[src/rtl/seq_pkg.sv]
// Shared definitions for the register-file sequencer: opcodes, FSM states
// and instruction field positions.
package seq_pkg;

  localparam int INSTR_W = 12;

  localparam int OP_MSB   = 11;
  localparam int OP_LSB   = 9;
  localparam int DST_MSB  = 8;
  localparam int DST_LSB  = 7;
  localparam int SRCA_MSB = 6;
  localparam int SRCA_LSB = 5;
  localparam int SRCB_MSB = 4;
  localparam int SRCB_LSB = 3;
  localparam int IMM_MSB  = 3;
  localparam int IMM_LSB  = 0;

  localparam logic [2:0] OP_NOP  = 3'b000;
  localparam logic [2:0] OP_LDI  = 3'b001;
  localparam logic [2:0] OP_ADD  = 3'b010;
  localparam logic [2:0] OP_SUB  = 3'b011;
  localparam logic [2:0] OP_AND  = 3'b100;
  localparam logic [2:0] OP_OR   = 3'b101;
  localparam logic [2:0] OP_MOV  = 3'b110;
  localparam logic [2:0] OP_HALT = 3'b111;

  typedef enum logic [2:0] {
    ST_IDLE,
    ST_READ,
    ST_EXEC,
    ST_WRITE,
    ST_HALT
  } state_t;

endpackage

[src/rtl/rf_sequencer_if.sv]
// Instruction handshake plus register-file port bundle between the
// sequencer (master) and its environment (slave).
interface rf_sequencer_if #(
  parameter int DW = 4,
  parameter int AW = 2
);
  logic [11:0]   instr;
  logic          instr_valid;
  logic          instr_ready;
  logic          rea;
  logic          reb;
  logic [AW-1:0] raa;
  logic [AW-1:0] rab;
  logic [DW-1:0] douta;
  logic [DW-1:0] doutb;
  logic          we;
  logic [AW-1:0] wa;
  logic [DW-1:0] din;
  logic          done;
  logic          zero;
  logic          carry;
  logic          halted;

  modport master (
    input  instr, instr_valid, douta, doutb,
    output instr_ready, rea, reb, raa, rab, we, wa, din, done, zero, carry, halted
  );

  modport slave (
    output instr, instr_valid, douta, doutb,
    input  instr_ready, rea, reb, raa, rab, we, wa, din, done, zero, carry, halted
  );
endinterface

[src/rtl/seq_alu.sv]
// Combinational ALU for the sequencer; carry doubles as borrow on SUB.
module seq_alu
  import seq_pkg::*;
#(
  parameter int DW = 4
) (
  input  logic [2:0]    op,
  input  logic [DW-1:0] a,
  input  logic [DW-1:0] b,
  input  logic [DW-1:0] imm,
  output logic [DW-1:0] result,
  output logic          carry,
  output logic          zero
);

  logic [DW:0] sum;
  logic [DW:0] diff;

  // The extra top bit of the unsigned difference is set exactly when a < b.
  always_comb begin
    sum    = {1'b0, a} + {1'b0, b};
    diff   = {1'b0, a} - {1'b0, b};
    result = '0;
    carry  = 1'b0;
    case (op)
      OP_LDI: result = imm;
      OP_ADD: begin
        result = sum[DW-1:0];
        carry  = sum[DW];
      end
      OP_SUB: begin
        result = diff[DW-1:0];
        carry  = diff[DW];
      end
      OP_AND: result = a & b;
      OP_OR:  result = a | b;
      OP_MOV: result = a;
      default: ;
    endcase
    zero = (result == '0);
  end

endmodule

[src/rtl/rf_sequencer.sv]
// Four-phase instruction sequencer (read, execute, write back) driving the
// 4x4 register file; NOP retires in one cycle, HALT parks until reset.
module rf_sequencer
  import seq_pkg::*;
#(
  parameter int DW = 4,
  parameter int AW = 2
) (
  input logic           clk,
  input logic           rst,
  rf_sequencer_if.master bus
);

  state_t               state_q, state_d;
  logic [INSTR_W-1:0]   instr_q, instr_d;
  logic [DW-1:0]        opa_q, opa_d;
  logic [DW-1:0]        opb_q, opb_d;
  logic [DW-1:0]        result_q, result_d;
  logic                 zero_q, zero_d;
  logic                 carry_q, carry_d;
  logic                 nop_done_q, nop_done_d;

  logic [2:0]           op_q;
  logic [2:0]           op_in;
  logic [DW-1:0]        imm_q;
  logic [DW-1:0]        alu_result;
  logic                 alu_carry;
  logic                 alu_zero;
  logic                 flag_op;

  assign op_q    = instr_q[OP_MSB:OP_LSB];
  assign op_in   = bus.instr[OP_MSB:OP_LSB];
  assign imm_q   = DW'(instr_q[IMM_MSB:IMM_LSB]);
  assign flag_op = (op_q == OP_ADD) || (op_q == OP_SUB) ||
                   (op_q == OP_AND) || (op_q == OP_OR);

  seq_alu #(.DW(DW)) u_alu (
    .op     (op_q),
    .a      (opa_q),
    .b      (opb_q),
    .imm    (imm_q),
    .result (alu_result),
    .carry  (alu_carry),
    .zero   (alu_zero)
  );

  always_comb begin
    state_d         = state_q;
    instr_d         = instr_q;
    opa_d           = opa_q;
    opb_d           = opb_q;
    result_d        = result_q;
    zero_d          = zero_q;
    carry_d         = carry_q;
    nop_done_d      = 1'b0;
    bus.instr_ready = 1'b0;
    bus.rea         = 1'b0;
    bus.reb         = 1'b0;
    bus.raa         = '0;
    bus.rab         = '0;
    bus.we          = 1'b0;
    bus.wa          = '0;
    bus.din         = '0;
    bus.halted      = 1'b0;
    case (state_q)
      ST_IDLE: begin
        bus.instr_ready = 1'b1;
        if (bus.instr_valid) begin
          instr_d = bus.instr;
          case (op_in)
            OP_NOP:  nop_done_d = 1'b1;
            OP_HALT: state_d    = ST_HALT;
            default: state_d    = ST_READ;
          endcase
        end
      end
      ST_READ: begin
        bus.rea = 1'b1;
        bus.reb = 1'b1;
        bus.raa = AW'(instr_q[SRCA_MSB:SRCA_LSB]);
        bus.rab = AW'(instr_q[SRCB_MSB:SRCB_LSB]);
        opa_d   = bus.douta;
        opb_d   = bus.doutb;
        state_d = ST_EXEC;
      end
      ST_EXEC: begin
        result_d = alu_result;
        if (flag_op) begin
          zero_d  = alu_zero;
          carry_d = alu_carry;
        end
        state_d = ST_WRITE;
      end
      ST_WRITE: begin
        bus.we  = 1'b1;
        bus.wa  = AW'(instr_q[DST_MSB:DST_LSB]);
        bus.din = result_q;
        state_d = ST_IDLE;
      end
      ST_HALT: bus.halted = 1'b1;
      default: state_d = ST_IDLE;
    endcase
    bus.done  = (state_q == ST_WRITE) || nop_done_q;
    bus.zero  = zero_q;
    bus.carry = carry_q;
  end

  always_ff @(posedge clk or posedge rst) begin
    if (rst) begin
      state_q    <= ST_IDLE;
      instr_q    <= '0;
      opa_q      <= '0;
      opb_q      <= '0;
      result_q   <= '0;
      zero_q     <= 1'b0;
      carry_q    <= 1'b0;
      nop_done_q <= 1'b0;
    end else begin
      state_q    <= state_d;
      instr_q    <= instr_d;
      opa_q      <= opa_d;
      opb_q      <= opb_d;
      result_q   <= result_d;
      zero_q     <= zero_d;
      carry_q    <= carry_d;
      nop_done_q <= nop_done_d;
    end
  end

endmodule
[src/flat_wrapper.sv]
// flat-port wrapper written by rule: the top's interface ports become plain ports
module rf_sequencer_flat import seq_pkg::*;
#(
  parameter int DW = 4,
  parameter int AW = 2
)
  (clk, rst, bus_instr, bus_instr_valid, bus_douta, bus_doutb, bus_instr_ready, bus_rea, bus_reb, bus_raa, bus_rab, bus_we, bus_wa, bus_din, bus_done, bus_zero, bus_carry, bus_halted);
  rf_sequencer_if #(.DW(DW), .AW(AW)) bus_i ();
  input logic clk;
  input logic rst;
  input wire logic [$bits(bus_i.instr)-1:0] bus_instr;
  input wire logic [$bits(bus_i.instr_valid)-1:0] bus_instr_valid;
  input wire logic [$bits(bus_i.douta)-1:0] bus_douta;
  input wire logic [$bits(bus_i.doutb)-1:0] bus_doutb;
  output wire logic [$bits(bus_i.instr_ready)-1:0] bus_instr_ready;
  output wire logic [$bits(bus_i.rea)-1:0] bus_rea;
  output wire logic [$bits(bus_i.reb)-1:0] bus_reb;
  output wire logic [$bits(bus_i.raa)-1:0] bus_raa;
  output wire logic [$bits(bus_i.rab)-1:0] bus_rab;
  output wire logic [$bits(bus_i.we)-1:0] bus_we;
  output wire logic [$bits(bus_i.wa)-1:0] bus_wa;
  output wire logic [$bits(bus_i.din)-1:0] bus_din;
  output wire logic [$bits(bus_i.done)-1:0] bus_done;
  output wire logic [$bits(bus_i.zero)-1:0] bus_zero;
  output wire logic [$bits(bus_i.carry)-1:0] bus_carry;
  output wire logic [$bits(bus_i.halted)-1:0] bus_halted;
  assign bus_i.instr = bus_instr;
  assign bus_i.instr_valid = bus_instr_valid;
  assign bus_i.douta = bus_douta;
  assign bus_i.doutb = bus_doutb;
  assign bus_instr_ready = bus_i.instr_ready;
  assign bus_rea = bus_i.rea;
  assign bus_reb = bus_i.reb;
  assign bus_raa = bus_i.raa;
  assign bus_rab = bus_i.rab;
  assign bus_we = bus_i.we;
  assign bus_wa = bus_i.wa;
  assign bus_din = bus_i.din;
  assign bus_done = bus_i.done;
  assign bus_zero = bus_i.zero;
  assign bus_carry = bus_i.carry;
  assign bus_halted = bus_i.halted;
  rf_sequencer #(.DW(DW), .AW(AW)) u_core (.clk(clk), .rst(rst), .bus(bus_i));
endmodule
[config.mk]
export PLATFORM = sky130hd
export DESIGN_NAME = rf_sequencer_flat
export DESIGN_NICKNAME = d
export VERILOG_FILES = /design/src/rtl/seq_pkg.sv /design/src/rtl/rf_sequencer_if.sv /design/src/rtl/seq_alu.sv /design/src/rtl/rf_sequencer.sv /design/src/flat_wrapper.sv
export SDC_FILE = /design/constraint.sdc
export NUM_CORES = 1
export LEC_CHECK = 0
export CAP_MARGIN = 10
export CORE_ASPECT_RATIO = 1.1
export CORE_MARGIN = 1
export CORE_UTILIZATION = 54
export DETAILED_ROUTE_END_ITERATION = 10
export GPL_ROUTABILITY_DRIVEN = 0
export PLACE_DENSITY = 0.92
export SLEW_MARGIN = 40
export SYNTH_ARGS = -nofsm -noshare
export SYNTH_HDL_FRONTEND = slang
export SYNTH_SLANG_ARGS = --single-unit
[constraint.sdc]
create_clock -name clk -period 2.8 [get_ports clk]
set_input_delay 0.42 -clock clk [delete_from_list [all_inputs] [get_ports clk]]
set_output_delay 0.42 -clock clk [all_outputs]
set_load 0.05 [all_outputs]
**Word-level counts from Yosys, hierarchy flattened**

Cells that the tools add are included.

- Add/sub/neg operators: 2
- Equality and inequality tests: 13
- Muxes and demuxes: 16
- Bitwise logic cells: 3
- Reductions and logical operators: 10

Operator list:

| kind | number |
|---|---|
| case mux 4 bit (6 select lines) | 1 |
| equality test 3 bit (second input constant) | 5 |
| equality test 3 x 2 -> 1 bit (second input constant) | 4 |
| case mux 3 bit (4 select lines) | 1 |
| two-way mux 1 bit | 7 |
| equality test 3 x 1 -> 1 bit (second input constant) | 2 |
| zero test 3 bit | 2 |
| two-way mux 2 bit | 3 |
| case mux 3 bit (2 select lines) | 1 |
| adder 4 x 4 -> 5 bit | 1 |
| subtractor 4 x 4 -> 5 bit | 1 |
| AND 4 bit | 1 |
| zero test 4 bit | 1 |
| logical OR 1 bit | 4 |
| two-way mux 4 bit | 1 |
| inequality test 2 bit (second input constant) | 2 |
| OR 4 bit | 1 |
| AND reduction 2 bit | 2 |
| two-way mux 3 bit | 1 |
| AND reduction 3 bit | 1 |
| case mux 1 bit (2 select lines) | 1 |
| NOT 1 bit | 1 |

- Register bits after elaboration: 30
- Bits of input ports: 23
- Output and inout port bits: 18
- Logic and storage cells: 52

**Depth between registers and ports, before layout**

Gate-level depths: netlist of the first run.

- Depth after elaboration: 5
- Gate-level depth with buffers: 8
- Gate-level depth less buffers: 8

**Cells and area by module**

Synthesis of the first run repeated with hierarchy kept, for this count alone.

- Cell total of the unflattened synthesis: 165
- Area, all modules: 1,993.2 um^2

By module, submodules not included:

| module | instances | cells each | area an instance (um^2) |
|---|---|---|---|
| rf_sequencer | 1 | 88 | 1,336.3 |
| seq_alu | 1 | 77 | 656.9 |

**Worst setup path before layout of the first run**

OpenSTA, ideal clock, no wires.

- Kind: register to output
- Start: register u_core.state_q[2]
- End: output bus_din[0]
- Data arrival time: 1,690 ps
- Setup slack: 690 ps
- Cell stages (with the launch flop): 4
- Path buffers: 1
- Path through: dfrtp_1 -> and3b_1 -> clkbuf_1 -> and2_1

- Cells in the longest elaborated chain, start to end: 2

RTL lines:

| element | line | source |
|---|---|---|
| start, declared | rf_sequencer.sv:14 | `state_t state_q, state_d;` |
| start signal, assigned | rf_sequencer.sv:119 | `state_q <= state_d;` |
| equality test 3 x 2 -> 1 bit | rf_sequencer.sv:65 | `case (state_q)` |
| two-way mux 4 bit | rf_sequencer.sv:65 |  |
| end, declared | flat_wrapper.sv:22 | `output wire logic [$bits(bus_i.din)-1:0] bus_din;` |

No other way between the ends.

**Worst setup path in the final report of the first run**

- Start: register u_core.state_q[1]
- End: output bus_raa[0]

- Cells in the longest elaborated chain, start to end: 2

RTL lines:

| element | line | source |
|---|---|---|
| equality test 3 x 1 -> 1 bit | rf_sequencer.sv:65 |  |
| two-way mux 2 bit | rf_sequencer.sv:65 |  |
| end, declared | flat_wrapper.sv:18 | `output wire logic [$bits(bus_i.raa)-1:0] bus_raa;` |

No other way between the ends.

==> flow_summary_export.csv, run 1 <==
group,metric,value,unit
run_status,status,"finished, violations left",
run_status,violations,"DRC",
power_and_ir_drop,ir_drop,0.000695,V
critical_path,crit_arrival,2.22,ns
yosys,synth_top_cell_area_share,41.0,%
route,avgViaCountPerCell,5.54,
cells_and_area,nFillCells,222,
global_route,grt_first_pass_wirelength,6.16,mm
route,wire_per_inst,14.3,um
cells_and_area,drive_above_1_share,15.0,%
yosys,synth_most_common_cell,"dfrtp_1",
global_route,first_global_vias,1361,
placement,dpl_cell_area,2240,sq um
yosys,synth_enable_flop_cells,0,
yosys,seq_area_frac_synth,41.0,%
floorplan,dieHeight,63.1,um
placement,hpwl,2.77,mm
timing,tightest_slew,0.594,ns
floorplan,num_rows,21,
floorplan,die-area,3630,sq um
cells_and_area,multi_input_area,971,sq um
yosys,synth_cells,178,
floorplan,core-area,3130,sq um
global_route,overflow,0,
route,vias,1407,
clock_tree,cts_buffers,5,
yosys,yosysTopAreaCell,"dfrtp_1",
route,drc,2,
yosys,synth_commonest_cells,"dfrtp_1, nand2_1, inv_1",
timing,slew_viol_final,0,
global_route,antenna_found_initial,0,
clock_tree,post_cts_resized,0,
timing,clock.fmax,0.379,GHz
timing,hold_viol_final,0,
yosys,synth.distinct_cells,47,
clock_tree,cts_tree,"yes",
job,max-cap-violations,0,
yosys,synthArstFlopShare,100,%
hold_path,hold_path_class,"input pin to async pin",
placement,portBuffers,40,
critical_path,crit_path_max_fanout,8,
global_route,track_usage,22.9,%
yosys,synth_top_flop_cell,"dfrtp_1",
power_and_ir_drop,p_leak,1.01,nW
critical_path,critPathCaptureType,"output port",
timing,fin_skew,0.00557,ns
yosys,synth_area_leaders,"dfrtp_1, ha_1, mux2_2",
timing,min_period,2.64,ns
yosys,synth.avg_cell_area,10.3,sq um
global_route,grt_start_max_net_pins,31,
yosys,yosys_warnings,0,
floorplan,start_util,58.5,%
critical_path,critPathKind,"register to output port",
timing,rsz0062_at_grt,"no",
power_and_ir_drop,p_per_area,1220,nW/um^2
route,drtAntennaViolNets,0,
clock_tree,cts.sinks,30,
cells_and_area,nets,257,
cells_and_area,antenna-diode-count,0,
yosys,synth_nets,216,
clock_tree,cts_buffer_depth,2,
yosys,syn_area,1830,sq um
cells_and_area,regArea,751,sq um
timing,hold_ws,0.454,ns
clock_tree,root_buffer,"clkbuf_4",
timing,finalCritPeriodShare,94.3,%
clock_tree,cts_hold_buffers,0,
timing,relSlewSlack,60.4,%
floorplan,die-width,57.5,um
critical_path,cp-start-kind,"register",
clock_tree,clk_pin_slew,0.09,ns
timing,setup_violations,0,
floorplan,io_pins,41,
route,drt_iter0_markers,40,
clock_tree,postCtsSetupBuffers,0,
route,firstDrtPassIters,7,
yosys,ys_ff_latch,30,
clock_tree,clk_latency,0.33,ns
timing,finalSetupTns,0,ns
route,wirelength,3.64,mm
cells_and_area,fin_area,2300,sq um
clock_tree,h-tree-depth,2,
critical_path,cp.required,2.38,ns
cells_and_area,area_growth_syn_to_layout,25.4,%
## power breakdown
group	switching [W]	internal (W)	leakage (nW)	total, W
logic	0.000967	0.000733	0.601	0.00170
clock network	0.000143	0.000121	0.0353	0.000264
registers	0.000206	0.000632	0.371	0.000839
## metal layers
layer  part of all wire, %  vias to the layer above  wire (um)  track usage (%)
li1                      -                      699          -                -
met2                    50                       37       1840             37.9
met4                   1.9                        0         70             8.23
met5                     0                        -          0                0
met3                   3.9                        7        142             6.16
met1                    44                      664       1590             28.4
## metrics by stage
step           worst slack (ns)  util, %  power, W  std cells
2_1_floorplan             0.690        -   0.00211        178
4_1_cts                   0.131     73.4   0.00281        254
5_1_grt                0.000257     73.4   0.00302        254
3_3_place_gp              0.543     71.5   0.00247        246
3_5_place_dp              0.505     71.5   0.00254        246
6_report                  0.159     73.4   0.00280        254
## layout by cell type (no fill, tap or decap), types with 2 or more instances in the layout
cell type        Yosys  layout
mux2i_1              2       2
or2_2                2       2
nand2_1             19      19
mux2_2              14      14
o21ai_0             12      12
xnor2_1              2       2
and2_1              11      11
a21oi_1              5       5
inv_1               15      15
clkdlybuf4s50_1      0      40
nor3_1               2       2
dfrtp_1             30      30
nor2_1               4       4
fa_1                 2       2
nor2b_1              3       3
ha_1                13      13
nand3_1              2       2
o21bai_1             3       3
a2bb2oi_1            2       2
clkbuf_4             0       5
buf_4                1       2
a31oi_1              2       2
## layout make-up
type / instances / share of cell area, %
multi-input cells: 125 / 42.3
flip-flops and latches: 30 / 32.7
repair buffers: 42 / 18.1
inverters: 15 / 2.45
clock buffers: 7 / 2.40
well taps: 34 / 1.85
clock inverters: 1 / 0.218
## critical path, cell delays in order (launching register included)
cell and delay (ns):
dfrtp_1 0.48, nor3b_2 0.42, and2_1 0.20, clkdlybuf4s50_1 0.80
## registers in the layout, summed over array words and instances (netlist names)
| name | count |
|---|---|
| u_core.opb_q | 4 |
| u_core.bus.zero | 1 |
| u_core.nop_done_q | 1 |
| u_core.result_q | 4 |
| u_core.state_q | 3 |
| u_core.bus.carry | 1 |
| u_core.instr_q | 12 |
| u_core.opa_q | 4 |
## path summary, 6_finish.rpt
kind	start	endpoint	slack (ns)	cells past startpoint
worst max-delay path	u_core.state_q[1]$_DFFE_PP0P_	bus_raa[0]	0.16	3
worst min-delay path	rst	u_core.result_q[1]$_DFFE_PP0P_	0.45	3
worst max register to register	u_core.opa_q[0]$_DFFE_PP0P_	u_core.result_q[2]$_DFFE_PP0P_	0.70	8
worst min register to register	u_core.result_q[0]$_DFFE_PP0P_	u_core.result_q[0]$_DFFE_PP0P_	0.48	2
max in group asynchronous	rst	u_core.result_q[2]$_DFFE_PP0P_	2.07	3
min in group clk	u_core.result_q[0]$_DFFE_PP0P_	u_core.result_q[0]$_DFFE_PP0P_	0.48	2
## cells by family after synthesis
group,Yosys count,synth area share [%]
mux,17,10.5
fa+ha+maj,15,11.1
buf+inv,23,6.22
compound gates,37,13.9
flops,30,41.0
simple gates,54,16.3
xor+xnor,2,0.957
Note: power is estimated with default switching activity, not from simulation.
==> run 2: changes to the inputs <==
--- a/config.mk
+++ b/config.mk
@@ -11,6 +11,7 @@
 export CORE_UTILIZATION = 54
 export DETAILED_ROUTE_END_ITERATION = 10
 export GPL_ROUTABILITY_DRIVEN = 0
+export MAX_ROUTING_LAYER = met4
 export PLACE_DENSITY = 0.92
 export SLEW_MARGIN = 40
 export SYNTH_ARGS = -nofsm -noshare
==> run 2 against run 1 <==
Net effect:
- non-clock buffer count stayed put
- cell count stayed put
- routed wire length is 0.22% lower
- the flow still finishes with violations (DRC)
- largest power group unchanged
- critical path depth stayed put
==> flow_summary_export.csv, run 2 (synthesis results as in run 1) <==
group,metric,value,unit
run_status,status,"finished, violations left",
run_status,violations,"DRC",
clock_tree,cts_hold_buffers,0,
clock_tree,h-tree-depth,2,
clock_tree,postCtsSetupBuffers,0,
placement,hpwl,2.77,mm
route,avgViaCountPerCell,5.56,
cells_and_area,regMostFlops,"u_core.instr_q",
timing,finalSetupTns,0,ns
timing,hold_viol_final,0,
timing,relSlewSlack,60.7,%
placement,portBuffers,40,
placement,pre_cts_slack,0.505,ns
power_and_ir_drop,clockPowerShare,9.4,%
route,drt_iter0_markers,45,
cells_and_area,largest_register_ffs,12,
global_route,antenna_found_initial,0,
power_and_ir_drop,p_per_area,1220,nW/um^2
floorplan,die-width,57.5,um
hold_path,hold_path_class,"input pin to async pin",
critical_path,reg2reg_depth,8,
critical_path,r2r_end,"u_core.result_q[2]$_DFFE_PP0P_",
power_and_ir_drop,p_seq_share,29.9,%
power_and_ir_drop,p_leak,1.01,nW
floorplan,io_pins,41,
route,firstDrtPassIters,7,
clock_tree,cts_buffer_depth,2,
timing,finalCritPeriodShare,94.3,%
timing,setup_violations,0,
timing,min_period,2.64,ns
cells_and_area,final_cell_mix,"clkdlybuf4s50_1, dfrtp_1, nand2_1, inv_1, mux2_2",
critical_path,crit_arrival,2.22,ns
floorplan,core-area,3130,sq um
global_route,grt_start_max_net_pins,31,
clock_tree,cts_buffers,5,
route,wirelength,3.64,mm
floorplan,num_rows,21,
timing,clock.fmax,0.379,GHz
route,wire_per_inst,14.3,um
timing,tightest_slew,0.590,ns
cells_and_area,nets,257,
critical_path,critPathKind,"register to output port",
placement,dpl_cell_area,2240,sq um
floorplan,start_util,58.5,%
power_and_ir_drop,ir_drop,0.000696,V
critical_path,critPathCaptureType,"output port",
power_and_ir_drop,finalPower,0.00280,W
route,vias,1411,
critical_path,cp.required,2.38,ns
clock_tree,post_cts_resized,0,
power_and_ir_drop,swShare,46.9,%
critical_path,reg2reg_from,"u_core.opa_q[0]$_DFFE_PP0P_",
clock_tree,cts.sinks,30,
critical_path,regToRegSetupSlack,0.70,ns
cells_and_area,fin_area,2300,sq um
global_route,first_global_vias,1360,
clock_tree,clk_latency,0.33,ns
cells_and_area,drive_above_1_share,15.0,%
job,max-cap-violations,0,
timing,fin_skew,0.00467,ns
timing,slew_viol_final,0,
power_and_ir_drop,intPower,0.00149,W
cells_and_area,post-route-util,73.4,%
floorplan,die-area,3630,sq um
clock_tree,root_buffer,"clkbuf_4",
global_route,grt_first_pass_wirelength,6.17,mm
global_route,track_usage,23.6,%
route,drc,2,
critical_path,cp-start-kind,"register",
power_and_ir_drop,switching_power,0.00131,W
clock_tree,cts_tree,"yes",
power_and_ir_drop,power_frac_comb,60.7,%
cells_and_area,antenna-diode-count,0,
critical_path,crit_path_max_fanout,8,
floorplan,dieHeight,63.1,um
timing,rsz0062_at_grt,"no",
route,drtAntennaViolNets,0,
clock_tree,clk_pin_slew,0.09,ns
cells_and_area,area_growth_syn_to_layout,25.4,%
global_route,overflow,0,
cells_and_area,final_common_cell,"clkdlybuf4s50_1",
timing,setup_slack,0.159,ns
[run 2: cell counts in the layout (fill, tap and decap cells not counted)]
No cell type changed its count.
[run 2: per-layer routing]
metal / vias to the layer above / track usage (%) / wire, um
met2: 38 / 37.8 / 1840
li1: 697 / - / -
met4: 0 / 8.23 / 70
met1: 669 / 28.6 / 1580
met5: - / - / 0
met3: 7 / 6.16 / 150
[run 2: critical path: stages, from the launching register on]
cell	delay (ns)
dfrtp_1	0.47
nor3b_2	0.43
and2_1	0.20
clkdlybuf4s50_1	0.80
[run 2: through the flow]
step,hold slack [ns],instances
floorplan,0.442,178
global placement,0.458,246
detailed placement,0.462,246
CTS,0.464,254
global route,0.471,254
finish,0.454,254
[run 2: power by group through the flow]
stage / clock (W) / combinational, W / sequential, W
floorplan: 0 / 0.00131 / 0.000802
global placement: 0 / 0.00164 / 0.000826
detailed placement: 0 / 0.00169 / 0.000844
CTS: 0.000272 / 0.00171 / 0.000835
global route: 0.000299 / 0.00185 / 0.000871
finish: 0.000263 / 0.00170 / 0.000838
[run 2: layout make-up]
type,count,area (sq um)
tap,34,42.5
clock buffer,7,55.1
timing repair buffer,42,415
multi-input combinational,125,971
fill,222,831
inverter,15,56.3
sequential,30,751
clock inverter,1,5.00
[run 2: how the worst max path moves through the flow]
stage / from / end / cells past startpoint
floorplan: u_core.state_q[2]$_DFFE_PP0P_ / bus_din[0] / 3
global placement: u_core.state_q[2]$_DFFE_PP0P_ / bus_rab[0] / 3
detailed placement: u_core.state_q[2]$_DFFE_PP0P_ / bus_raa[0] / 3
CTS: u_core.state_q[2]$_DFFE_PP0P_ / bus_raa[0] / 3
global route: u_core.state_q[0]$_DFFE_PP0P_ / bus_raa[1] / 3
finish: u_core.state_q[2]$_DFFE_PP0P_ / bus_rab[0] / 3
